## src/rtl/seq_addsub_unit.sv

```systemverilog
// Multi-cycle two's-complement adder/subtractor: CHUNK bits per clock with a
// registered inter-chunk carry, start/busy/done handshake and ALU flags.
module seq_addsub_unit #(
  parameter int WIDTH = 32,
  parameter int CHUNK = 8
) (
  input  logic             clk,
  input  logic             reset_n,
  input  logic             start,
  input  logic [WIDTH-1:0] operand1,
  input  logic [WIDTH-1:0] operand2,
  input  logic             neg1,
  input  logic             neg2,
  output logic             busy,
  output logic             done,
  output logic [WIDTH-1:0] sum,
  output logic             carry_out,
  output logic             overflow,
  output logic             zero,
  output logic             negative
);

  localparam int N  = WIDTH / CHUNK;
  localparam int IW = (N > 1) ? $clog2(N) : 1;
  localparam logic [WIDTH-1:0] ONE = {{(WIDTH-1){1'b0}}, 1'b1};

  generate
    if ((WIDTH % CHUNK) != 0) begin : g_bad_chunk
      $error("seq_addsub_unit: WIDTH must be an integer multiple of CHUNK");
    end
  endgenerate

  typedef enum logic {IDLE = 1'b0, RUN = 1'b1} state_t;

  // Two's-complement negate when requested; wraps modulo 2^WIDTH.
  function automatic logic [WIDTH-1:0] cond_negate(input logic [WIDTH-1:0] v,
                                                   input logic neg);
    if (neg) cond_negate = ~v + ONE;
    else     cond_negate = v;
  endfunction

  state_t           state_r, state_next_s;
  logic [IW-1:0]    idx_r;
  logic             carry_r;
  logic [WIDTH-1:0] sop1_r, sop2_r, acc_r;
  logic [WIDTH-1:0] sum_r;
  logic             busy_r, done_r, carry_out_r, overflow_r, zero_r, negative_r;

  logic [CHUNK-1:0] chunk_a_s, chunk_b_s;
  logic [CHUNK:0]   chunk_sum_s;
  logic [WIDTH-1:0] acc_next_s;
  logic             last_s;

  // Select the active chunk, add it with the registered carry, merge into accumulator.
  always_comb begin
    chunk_a_s  = {CHUNK{1'b0}};
    chunk_b_s  = {CHUNK{1'b0}};
    for (int i = 0; i < N; i++) begin
      if (idx_r == IW'(i)) begin
        chunk_a_s = sop1_r[i*CHUNK +: CHUNK];
        chunk_b_s = sop2_r[i*CHUNK +: CHUNK];
      end else begin
        chunk_a_s = chunk_a_s;
        chunk_b_s = chunk_b_s;
      end
    end
    chunk_sum_s = {1'b0, chunk_a_s} + {1'b0, chunk_b_s} + {{CHUNK{1'b0}}, carry_r};
    acc_next_s  = acc_r;
    for (int i = 0; i < N; i++) begin
      if (idx_r == IW'(i)) begin
        acc_next_s[i*CHUNK +: CHUNK] = chunk_sum_s[CHUNK-1:0];
      end else begin
        acc_next_s = acc_next_s;
      end
    end
    last_s = (idx_r == IW'(N-1));
  end

  // State register.
  always_ff @(posedge clk or negedge reset_n) begin
    if (!reset_n) state_r <= IDLE;
    else          state_r <= state_next_s;
  end

  // Next-state logic.
  always_comb begin
    state_next_s = state_r;
    case (state_r)
      IDLE: begin
        if (start) state_next_s = RUN;
        else       state_next_s = IDLE;
      end
      RUN: begin
        if (last_s) state_next_s = IDLE;
        else        state_next_s = RUN;
      end
      default: state_next_s = IDLE;
    endcase
  end

  // Operand capture, chunk sequencing and registered result/flags.
  always_ff @(posedge clk or negedge reset_n) begin
    if (!reset_n) begin
      idx_r       <= {IW{1'b0}};
      carry_r     <= 1'b0;
      sop1_r      <= {WIDTH{1'b0}};
      sop2_r      <= {WIDTH{1'b0}};
      acc_r       <= {WIDTH{1'b0}};
      sum_r       <= {WIDTH{1'b0}};
      busy_r      <= 1'b0;
      done_r      <= 1'b0;
      carry_out_r <= 1'b0;
      overflow_r  <= 1'b0;
      zero_r      <= 1'b0;
      negative_r  <= 1'b0;
    end else begin
      case (state_r)
        IDLE: begin
          done_r <= 1'b0;
          if (start) begin
            sop1_r  <= cond_negate(operand1, neg1);
            sop2_r  <= cond_negate(operand2, neg2);
            acc_r   <= {WIDTH{1'b0}};
            carry_r <= 1'b0;
            idx_r   <= {IW{1'b0}};
            busy_r  <= 1'b1;
          end else begin
            busy_r  <= 1'b0;
          end
        end
        RUN: begin
          acc_r   <= acc_next_s;
          carry_r <= chunk_sum_s[CHUNK];
          if (last_s) begin
            // Final chunk: publish result and all flags together.
            idx_r       <= {IW{1'b0}};
            sum_r       <= acc_next_s;
            carry_out_r <= chunk_sum_s[CHUNK];
            overflow_r  <= (sop1_r[WIDTH-1] == sop2_r[WIDTH-1]) &&
                           (acc_next_s[WIDTH-1] != sop1_r[WIDTH-1]);
            zero_r      <= (acc_next_s == {WIDTH{1'b0}});
            negative_r  <= acc_next_s[WIDTH-1];
            done_r      <= 1'b1;
            busy_r      <= 1'b0;
          end else begin
            idx_r       <= idx_r + IW'(1);
            busy_r      <= 1'b1;
          end
        end
        default: begin
          busy_r <= 1'b0;
          done_r <= 1'b0;
        end
      endcase
    end
  end

  assign busy      = busy_r;
  assign done      = done_r;
  assign sum       = sum_r;
  assign carry_out = carry_out_r;
  assign overflow  = overflow_r;
  assign zero      = zero_r;
  assign negative  = negative_r;

endmodule

```

## config.mk

```make
export PLATFORM = sky130hd
export DESIGN_NAME = seq_addsub_unit
export DESIGN_NICKNAME = d
export VERILOG_FILES = /design/src/rtl/seq_addsub_unit.sv
export SDC_FILE = /design/constraint.sdc
export NUM_CORES = 1
export LEC_CHECK = 0
export ABC_AREA = 1
export CAP_MARGIN = 20
export CORE_MARGIN = 3
export CORE_UTILIZATION = 36
export CTS_BUF_LIST = sky130_fd_sc_hd__clkbuf_16
export DETAILED_ROUTE_END_ITERATION = 10
export SKIP_LAST_GASP = 1
export SYNTH_ARGS = -nofsm -noshare
export SYNTH_HDL_FRONTEND = slang
export SYNTH_SLANG_ARGS = --single-unit
```

## constraint.sdc

```tcl
create_clock -name clk -period 6.75 [get_ports clk]
set_clock_uncertainty 0.1 [all_clocks]
set_input_delay 1.6875 -clock clk [delete_from_list [all_inputs] [get_ports clk]]
set_output_delay 1.6875 -clock clk [all_outputs]
set_load 0.05 [all_outputs]
```

Yosys cells after proc, flatten, opt, wreduce, memory -nomap -nowiden

Cells that the tools add are included.

Input port bits: 69
Bits in registers: 137
Output and inout bits: 38
Logic and storage cells: 58

Bitwise gates (word level): 3
Add/subtract/negate cells: 5
Eq/ne operators: 7
Reduce and logical (&&, ||, !) cells: 5
Mux-type cells: 26

Operator list:

| cell                                                                     | number |
|---|---|
| 32-bit 2-to-1 mux                                                        | 3 |
| 8-bit 2-to-1 mux                                                         | 12 |
| 32-bit by 1-bit adder with 32-bit output (second input constant)         | 2 |
| 32-bit inverter                                                          | 2 |
| 32-bit one-hot mux with 2 select lines                                   | 1 |
| 32-bit zero test                                                         | 1 |
| 8-bit by 8-bit adder with 9-bit output                                   | 1 |
| 9-bit by 1-bit adder with 9-bit output                                   | 1 |
| 1-bit one-hot mux with 2 select lines                                    | 3 |
| 2-bit equality test (second input constant)                              | 2 |
| 1-bit 2-to-1 mux                                                         | 4 |
| 2-bit 2-to-1 mux                                                         | 2 |
| 2-bit one-hot mux with 2 select lines                                    | 1 |
| 2-bit AND reduction                                                      | 2 |
| 2-bit by 1-bit adder with 2-bit output (second input constant)           | 1 |
| 2-bit by 1-bit equality test with 1-bit output (second input constant)   | 1 |
| 2-bit zero test                                                          | 1 |
| 2-bit by 1-bit inequality test with 1-bit output (second input constant) | 1 |
| 2-bit inequality test (second input constant)                            | 1 |
| 1-bit equality test                                                      | 1 |
| 1-bit logical AND                                                        | 1 |
| 1-bit inequality test                                                    | 1 |
| 1-bit inverter                                                           | 1 |

Logic depth before layout (Yosys ltp)

Gate-level depths: netlist of the first run.

Word-level depth: 10
Mapped depth: 25
Gate-level depth less buffers: 23

Least setup slack after synthesis of the first run

OpenSTA, ideal clock, no wires.

Path kind: register to register
From: register idx_r[0]
To: register zero_r (netlist: zero)
Setup slack: 3.217 ns
Clock period less this slack: 3.533 ns
Path buffers: 2
Stages on the path, launching flop included: 25
Required time: 6.584 ns
Data arrival time: 3.367 ns
Cells stage by stage: dfrtp_1 > inv_1 > ha_1 > buf_2 > inv_2 > nor2_1 > buf_2 > a22oi_1 > o21ai_0 > o21ai_0 > fa_1 > fa_1 > inv_1 > nand2_1 > nand2_1 > nand3_1 > nand2_1 > nand2_1 > o21ai_1 > nand3_1 > nor2_1 > nand2_1 > nor2_1 > nand2_1 > nand2_1

Longest elaborated chain between the ends: 9
Elaborated cells between the ends (all ways): 20

Ends and longest elaborated chain:

| what                                   | line   | source |
|---|---|---|
| start, declared                        | 43     | `logic [IW-1:0] idx_r;` |
| start signal, assigned                 | 104    | `idx_r <= {IW{1'b0}};` |
| start signal, assigned                 | 125    | `idx_r <= {IW{1'b0}};` |
| start signal, assigned                 | 136    | `idx_r <= {IW{1'b0}};` |
| 2-bit zero test                        | 59, 70 |  |
| 8-bit 2-to-1 mux (4 in series)         | 59     | `if (idx_r == IW'(i)) begin` |
| 8-bit by 8-bit adder with 9-bit output | 67     | `chunk_sum_s = {1'b0, chunk_a_s} + {1'b0, chunk_b_s} + {{CHUNK{1'b0}}, carry_r};` |
| 9-bit by 1-bit adder with 9-bit output | 67     |  |
| 8-bit 2-to-1 mux                       | 70     | `if (idx_r == IW'(i)) begin` |
| 32-bit zero test                       | 141    | `zero_r <= (acc_next_s == {WIDTH{1'b0}});` |
| end signal, assigned                   | 141    |  |
| end, declared                          | 47     | `logic busy_r, done_r, carry_out_r, overflow_r, zero_r, negative_r;` |

Several ways; a longest one is shown, not always the timed one.
A chain may end at the register's enable or synchronous reset.

Final worst setup path of the first run

Same ends and word-level chain as after synthesis.

==> results of run 1 <==
## cells by family (layout without fill, tap and decap cells)
kind of cell               after synthesis  count (layout)  share of synthesized area
buffers and inverters                  156             252                     0.0763
AOI/OAI and AO/OA                      223             223                      0.153
DFF                                    135             135                      0.426
and+or+nand+nor                        516             516                      0.265
xor gates and xnor gates                49              49                     0.0542
adders and majority gates               15              15                     0.0256
## power groups by stage
stage               combinational [mW]  clock, mW  sequential (mW)
floorplan                         1.69          0             1.63
finish                            2.78      0.988             1.39
global route                      3.15       1.04             1.44
detailed placement                2.77          0             1.41
CTS                               2.78       1.01             1.40
global placement                  2.74          0             1.40
## cell type report
| class | instances | area, um^2 | share of cell area |
|---|---|---|---|
| well taps | 275 | 344 | 0.0351 |
| clock buffers | 17 | 425 | 0.0434 |
| multi-input cells | 803 | 3950 | 0.403 |
| flip-flops and latches | 135 | 3380 | 0.345 |
| repair buffers | 112 | 1110 | 0.113 |
| clock inverters | 14 | 191 | 0.0195 |
| inverters | 109 | 409 | 0.0417 |
## state kept, by name, indices dropped and copies added (netlist names)
name,flops
sop1_r,32
sop2_r,32
sum,32
acc_r,31
idx_r,2
busy,1
carry_out,1
carry_r,1
done,1
overflow,1
zero,1
## worst paths after layout
kind                         endpoint  slack, ps
max reg2reg                      zero       2480
min in group asynchronous   sop1_r[5]       1180
min                        sop1_r[20]        380
min reg2reg                sop1_r[20]        380
max                              zero       2480
max in group asynchronous     sum[13]       4120
## through the flow
stage	power, mW	util	cells	setup WS, ps	hold slack, ps
floorplan	3.32	-	1094	3220	344
global placement	4.14	0.430	1433	2420	362
detailed placement	4.17	0.430	1433	2260	366
CTS	5.18	0.459	1464	2230	382
global route	5.63	0.459	1465	1950	410
finish	5.16	0.459	1465	2480	380
## cells in the final DEF, fill, tap and decap left out, types with 6 or more instances in the layout
| cell type | netlist | final |
|---|---|---|
| nor2_1 | 94 | 94 |
| inv_2 | 19 | 19 |
| nand2_2 | 6 | 7 |
| ha_1 | 13 | 13 |
| buf_4 | 2 | 6 |
| clkbuf_16 | 0 | 17 |
| o21ai_0 | 141 | 141 |
| inv_1 | 90 | 93 |
| clkdlybuf4s50_1 | 0 | 105 |
| nor3_1 | 7 | 7 |
| o22ai_1 | 6 | 6 |
| xor2_1 | 44 | 44 |
| dfrtp_1 | 135 | 135 |
| a22o_1 | 6 | 6 |
| a21oi_1 | 31 | 31 |
| nand2_1 | 327 | 326 |
| nand3_1 | 63 | 63 |
| o21ai_1 | 11 | 11 |
| a22oi_1 | 15 | 15 |
## worst min-delay path, cell delays in order (launching register included)
cell	delay, ps
dfrtp_1	340
nand2_1	50
o21ai_0	50
## per-layer routing
layer / wire length, um / track usage / vias to the layer above
li1: - / - / 3706
met1: 10800 / 0.274 / 3264
met2: 9230 / 0.276 / 187
met3: 904 / 0.0294 / 22
met4: 311 / 0.0526 / 0
met5: 0 / 0 / -
==> reports/qor.tcl, run 1 <==
set qor(status) {finished, final reports clean}
set qor(clock_tree.root_cell) {clkbuf_16}
set qor(critPathBufInv) 2
set qor(yosysUniqueCellTypes) 38
set qor(critPathLaunchType) {flop}
set qor(critical_path_arrival_ps) 4530
set qor(die_y_um) 154
set qor(area_delta_synth_final_pct) 23.7
set qor(timing_hold_violations_final) 0
set qor(min-delay-path-class) {flop to flop}
set qor(n_antenna_cell) 0
set qor(ys_async_sr_fraction) 1.00
set qor(ys_seq_area_frac) 0.426
set qor(final_min_period_over_clock_period) 0.632
set qor(power.switching_fraction) 0.474
set qor(nNetsFinal) 1262
set qor(fmax_mhz) 234
set qor(synth.top_cells.by_area) {dfrtp_1 (43%), nand2_1 (15%), o21ai_0 (8.9%)}
set qor(timing.critical_path.cells) {ha_1 > inv_1 > o21ai_0 > a21oi_1 > a21oi_1 > fa_1 > fa_1 > inv_1 > nand2_1 > nand2_1 > nand3_1 > nand2_1 > nand2_1 > o21ai_1 > nand3_1 > nor2_1 > nand2_1 > nor2_1 > nand2_1 > nand2_1}
set qor(grt_start_max_net_pins) 78
set qor(grt_pass1_wl_um) 35300
set qor(floorplan.rows) 53
set qor(cts_post_setup_buffers_inserted) 0
set qor(die-area_um2) 23800
set qor(die-width_um) 154
set qor(cp_depth) 20
set qor(ff_latch_count_synth) 135
set qor(wl_um) 21200
set qor(grt_setup_unrepaired) {no}
set qor(cts_repair_resize_count) 0
set qor(hpwl_um) 15700
set qor(dr_wl_cell_um) 14.5
set qor(timing.final.setup_violations) 0
set qor(clkPwrFrac) 0.192
set qor(finalInstanceArea_um2) 9800
set qor(worst_ir_drop_vdd_mv) 0.250
set qor(post_synth.cell_area_avg_um2) 7.24
set qor(globalplace.congestion) 0.877
set qor(cts_buffers) 17
set qor(pwr-share-seq) 0.270
set qor(reg2reg_depth) 20
set qor(globalRouteTotalUtil) 0.184
set qor(postSynthCellCount) 1094
set qor(aggregate_negative_setup_slack_ps) 0
set qor(total_standard_cell_area_after_synthesis_um2) 7930
set qor(endpoint_kind) {flop}
set qor(drtIter0Drc) 460
set qor(antenna_found_initial) 0
set qor(worstPathMaxFanout) 32
set qor(leak_nw) 4.69
set qor(worst_slew_margin_rel) 0.380
set qor(yosys.area.top_type_share) 0.426
set qor(hold_buffers) 0
set qor(post-synth-top-area-cell) {dfrtp_1}
set qor(slowest_cell_on_crit_path) {inv_1}
set qor(internal_power_mw) 2.71
set qor(detailed_place.area_um2) 9180
set qor(net-switching-power_mw) 2.44
set qor(grt_overflow_total) 0
set qor(synthTopCellsByCount) {nand2_1 (327), o21ai_0 (141), dfrtp_1 (135)}
set qor(clock_edge_transition_at_the_registers_on_the_reported_setup_and_hold_paths_ps) 60
set qor(critical_path.reg2reg.startpoint) {idx_r[0]}
set qor(layout_min_cycle_time_ps) 4270
set qor(tightest_slew_ps) 930
set qor(drc) 0
set qor(final_antenna_net_count) 0
set qor(crit_top_cell) {nand2_1}
set qor(clock_path_buffers) 2
set qor(share_of_post_route_cells_with_drive_strength_above_1) 0.0571
set qor(placement.io_buffers) 106
set qor(drtPass1Iterations) 5
set qor(critPathKind) {flop to flop}
set qor(first_global_vias) 6762
set qor(ctsHtreeMaxLevel) 4
set qor(worstHoldPathCells) 2
set qor(max_stage_delay_ps) 780
set qor(worst_hold_startpoint) {sop1_r[20]}
set qor(syn-num-nets) 1178
set qor(io_pins) 107
set qor(dr_total_vias) 7179
set qor(number_of_max_slew_violations_in_the_final_report) 0
set qor(vias_per_cell) 4.90
set qor(critical_path_required_ps) 7010
set qor(synth-edff-count) 0
set qor(cpLargestDelayFamily) {adder cells}
set qor(cell_with_the_most_instances_after_synthesis) {nand2_1}
set qor(floorplan.initialDensity) 0.371
set qor(tritoncts) {done}
set qor(synth_top_flop_cell) {dfrtp_1}
set qor(clock_sinks) 135
set qor(worst_setup_path_startpoint) {idx_r[0]}
set qor(pwr-share-comb) 0.538
set qor(powerDensity_nw_per_um2) 526
set qor(number_of_fillers_in_the_final_layout) 2190
set qor(yosys_warnings) 0
set qor(clkLatencyLatePin_ps) 420
set qor(maxCapViolations) 0
set qor(floorplan.core_area_um2) 21400
Power figures use the tool's default switching activity.
==> run 2, diff against run 1 <==
==> constraint.sdc (replaced) <==
create_clock -name clk -period 4.15 [get_ports clk]
set_clock_uncertainty 0.1 [all_clocks]
set_input_delay 1.0375 -clock clk [delete_from_list [all_inputs] [get_ports clk]]
set_output_delay 1.0375 -clock clk [all_outputs]
set_load 0.05 [all_outputs]
==> run 2 against run 1 <==
Effect of this change: sequential cell count unchanged; worst hold slack worse by 3.7 ps; clock power up 65%; non-clock buffer count up 12; register-to-register slack worse by 2100 ps; worst setup slack worse by 2100 ps; utilization up 0.63 points; final area up 1.4%; sequential share of layout area down 0.47 points; global-route usage up 0.23 points; fmax up 13%; routed wire length up 1.5%.
==> reports/qor.tcl, run 2 (synthesis gave the netlist of run 1 again) <==
set qor(vias_per_cell) 4.93 ;# was 4.90
set qor(n_antenna_cell) 0 ;# unchanged
set qor(die_y_um) 154 ;# unchanged
set qor(grt_overflow_total) 0 ;# unchanged
set qor(floorplan.rows) 53 ;# unchanged
set qor(aggregate_negative_setup_slack_ps) 0 ;# unchanged
set qor(status) {finished, final reports clean} ;# unchanged
set qor(dr_wl_cell_um) 14.6 ;# was 14.5 um
set qor(worst_ir_drop_vdd_mv) 0.354 ;# was 0.250 mV
set qor(internal_power_mw) 4.50 ;# was 2.71 mW
set qor(pwr-share-seq) 0.264 ;# was 0.270
set qor(globalRouteTotalUtil) 0.186 ;# was 0.184
set qor(nNetsFinal) 1274 ;# was 1262
set qor(antenna_found_initial) 0 ;# unchanged
set qor(timing.final.ws_setup_ps) 386 ;# was 2480 ps
set qor(worstPathMaxFanout) 14 ;# was 32
set qor(critPathLaunchType) {flop} ;# unchanged
set qor(clock_edge_transition_at_the_registers_on_the_reported_setup_and_hold_paths_ps) 60 ;# about the same
set qor(cts_post_setup_buffers_inserted) 0 ;# unchanged
set qor(cp_depth) 23 ;# was 20
set qor(leak_nw) 4.75 ;# was 4.69 nW
set qor(critPathKind) {flop to flop} ;# unchanged
set qor(die-area_um2) 23800 ;# unchanged
set qor(critical_path_required_ps) 4410 ;# was 7010 ps
set qor(critPathBufInv) 4 ;# was 2
set qor(post-place-ws_ps) 236 ;# was 2260 ps
set qor(net-switching-power_mw) 4.02 ;# was 2.44 mW
set qor(worst_slew_margin_rel) 0.401 ;# was 0.380
set qor(clkPwrFrac) 0.191 ;# was 0.192
set qor(reg2reg_depth) 23 ;# was 20
set qor(cpLargestDelayFamily) {adder cells} ;# unchanged
set qor(max_stage_delay_ps) 420 ;# was 780 ps
set qor(tightest_slew_ps) 896 ;# was 930 ps
set qor(area_delta_synth_final_pct) 25.4 ;# was 23.7%
set qor(globalplace.congestion) 0.856 ;# was 0.877
set qor(slowest_cell_on_crit_path) {dfrtp_1} ;# was inv_1
set qor(io_pins) 107 ;# unchanged
set qor(drc) 0 ;# unchanged
set qor(min-delay-path-class) {flop to flop} ;# unchanged
set qor(crit_top_cell) {nand2_1} ;# unchanged
set qor(endpoint_kind) {flop} ;# unchanged
set qor(tritoncts) {done} ;# unchanged
set qor(fmax_mhz) 266 ;# was 234 MHz
set qor(critical_path.reg2reg.startpoint) {idx_r[0]} ;# unchanged
set qor(grt_start_max_net_pins) 109 ;# was 78
set qor(drtPass1Iterations) 5 ;# unchanged
set qor(final_min_period_over_clock_period) 0.907 ;# was 0.632
set qor(powerDensity_nw_per_um2) 857 ;# was 526 nW/um^2
set qor(hpwl_um) 16300 ;# was 15700 um
set qor(layout.core_utilization) 0.465 ;# was 0.459
set qor(clock_path_buffers) 2 ;# unchanged
set qor(first_global_vias) 7065 ;# was 6762
set qor(share_of_post_route_cells_with_drive_strength_above_1) 0.0699 ;# was 0.0571
set qor(maxCapViolations) 0 ;# unchanged
set qor(grt_setup_unrepaired) {no} ;# unchanged
set qor(layout_common_cells) {nand2_1 (326), o21ai_0 (141), dfrtp_1 (135)} ;# unchanged
set qor(timing.critical_path.cells) {inv_1 > ha_2 > inv_2 > nor2_2 > buf_12 > a22oi_1 > a21oi_1 > a21oi_1 > fa_1 > fa_1 > inv_1 > nand2_1 > nand2_1 > nand3_1 > nand2_1 > nand2_1 > o21ai_1 > nand3_1 > nor2_1 > nand2_1 > nor2_1 > nand2_1 > nand2_1} ;# was ha_1 > inv_1 > o21ai_0 > a21oi_1 > a21oi_1 > fa_1 > fa_1 > inv_1 > nand2_1 > nand2_1 > nand3_1 > nand2_1 > nand2_1 > o21ai_1 > nand3_1 > nor2_1 > nand2_1 > nor2_1 > nand2_1 > nand2_1
set qor(final_antenna_net_count) 0 ;# unchanged
set qor(number_of_fillers_in_the_final_layout) 2175 ;# was 2190
set qor(clkLatencyLatePin_ps) 420 ;# about the same
set qor(floorplan.initialDensity) 0.371 ;# unchanged
set qor(wl_um) 21600 ;# was 21200 um
set qor(timing.final.setup_violations) 0 ;# unchanged
set qor(capturing_element_of_the_worst_setup_path) {zero} ;# unchanged
set qor(layout_min_cycle_time_ps) 3760 ;# was 4270 ps
set qor(timing_hold_violations_final) 0 ;# unchanged
set qor(dr_total_vias) 7283 ;# was 7179
set qor(ctsHtreeMaxLevel) 4 ;# unchanged
set qor(die-width_um) 154 ;# unchanged
set qor(placement.io_buffers) 106 ;# unchanged
set qor(floorplan.core_area_um2) 21400 ;# unchanged
set qor(final_common_cell) {nand2_1} ;# unchanged
set qor(worst_hold_slack_across_all_endpoints_ps) 377 ;# was 380 ps
set qor(clock_sinks) 135 ;# unchanged
set qor(drtIter0Drc) 487 ;# was 460
set qor(cts_buffers) 17 ;# unchanged
set qor(pwr-share-comb) 0.544 ;# was 0.538
set qor(clock_tree.root_cell) {clkbuf_16} ;# unchanged
set qor(critical_path_arrival_ps) 4020 ;# was 4530 ps
set qor(reg2reg_slack_ps) 390 ;# was 2480 ps
set qor(power.switching_fraction) 0.471 ;# was 0.474
set qor(worst_setup_path_startpoint) {idx_r[0]} ;# unchanged
set qor(timing.rr.end) {zero} ;# unchanged
set qor(grt_pass1_wl_um) 36200 ;# was 35300 um
set qor(number_of_max_slew_violations_in_the_final_report) 0 ;# unchanged
set qor(worstHoldPathCells) 2 ;# unchanged
set qor(totalPowerFinal_mw) 8.52 ;# was 5.16 mW
==> run 2: cell count changes in the layout (fill, tap and decap cells not counted) <==
cell        before  now
clkinv_1         2    3
clkinvlp_4       1    3
buf_4            6   16
clkinv_4         0    1
inv_6            0    1
inv_1           93   90
ha_1            13   12
buf_12           0    2
nor2_2           4    5
nor2_1          94   93
ha_2             0    1
clkinv_2         3    1
==> run 2: how the worst min path moves through the flow <==
stage,from,endpoint
after floorplan,sop1_r[24],sop1_r[24]
after CTS,sop2_r[21],sop2_r[21]
after global placement,sop2_r[19],sop2_r[19]
after detailed placement,sop2_r[21],sop2_r[21]
after global routing,sop2_r[21],sop2_r[21]
final,sum[8],sum[8]
==> run 2: per-layer routing <==
layer,routed length [um],GRT usage,part of all wire,up-vias
met5,0,0,0,-
met4,315,0.0593,0.015,0
met3,908,0.0297,0.042,21
met2,9470,0.284,0.44,185
met1,10900,0.271,0.50,3354
li1,-,-,-,3723
==> run 2: worst reg2reg max path, cell delays in order, from the launching register on <==
cell	delay, ps
dfrtp_1	420
inv_1	110
ha_2	290
inv_2	130
nor2_2	200
buf_12	180
a22oi_1	70
a21oi_1	150
a21oi_1	70
fa_1	420
fa_1	410
inv_1	120
nand2_1	70
nand2_1	80
nand3_1	120
nand2_1	140
nand2_1	60
o21ai_1	140
nand3_1	110
nor2_1	100
nand2_1	60
nor2_1	80
nand2_1	50
nand2_1	50
==> run 2: power by group through the flow <==
stage	logic, mW	clock network, mW	registers, mW
global placement	4.57	0	2.26
global route	5.21	1.72	2.32
finish	4.64	1.63	2.25
detailed placement	4.62	0	2.27
CTS	4.64	1.66	2.26
floorplan	2.75	0	2.65
==> run 2: final cells by class <==
| cell class | instances | area (um^2) | area share |
|---|---|---|---|
| sequential | 135 | 3380 | 0.340 |
| clock buffer | 17 | 425 | 0.0428 |
| clock inverter | 14 | 206 | 0.0208 |
| inverter | 109 | 409 | 0.0412 |
| timing repair buffer | 124 | 1220 | 0.123 |
| multi-input combinational | 803 | 3950 | 0.398 |
| tap | 275 | 344 | 0.0346 |
==> run 2: metrics by stage <==
step	std cells	area [um^2]
floorplan	1094	7930
global placement	1446	9300
detailed placement	1446	9300
CTS	1477	9930
global route	1477	9940
finish	1477	9940
==> run 2: repair_timing <==
item / in CTS / in global routing
endpoints found under the setup margin: 0 / 1
hold buffers: 0 / 0
endpoints found under the hold margin: 0 / 0
resized for setup: 0 / 2
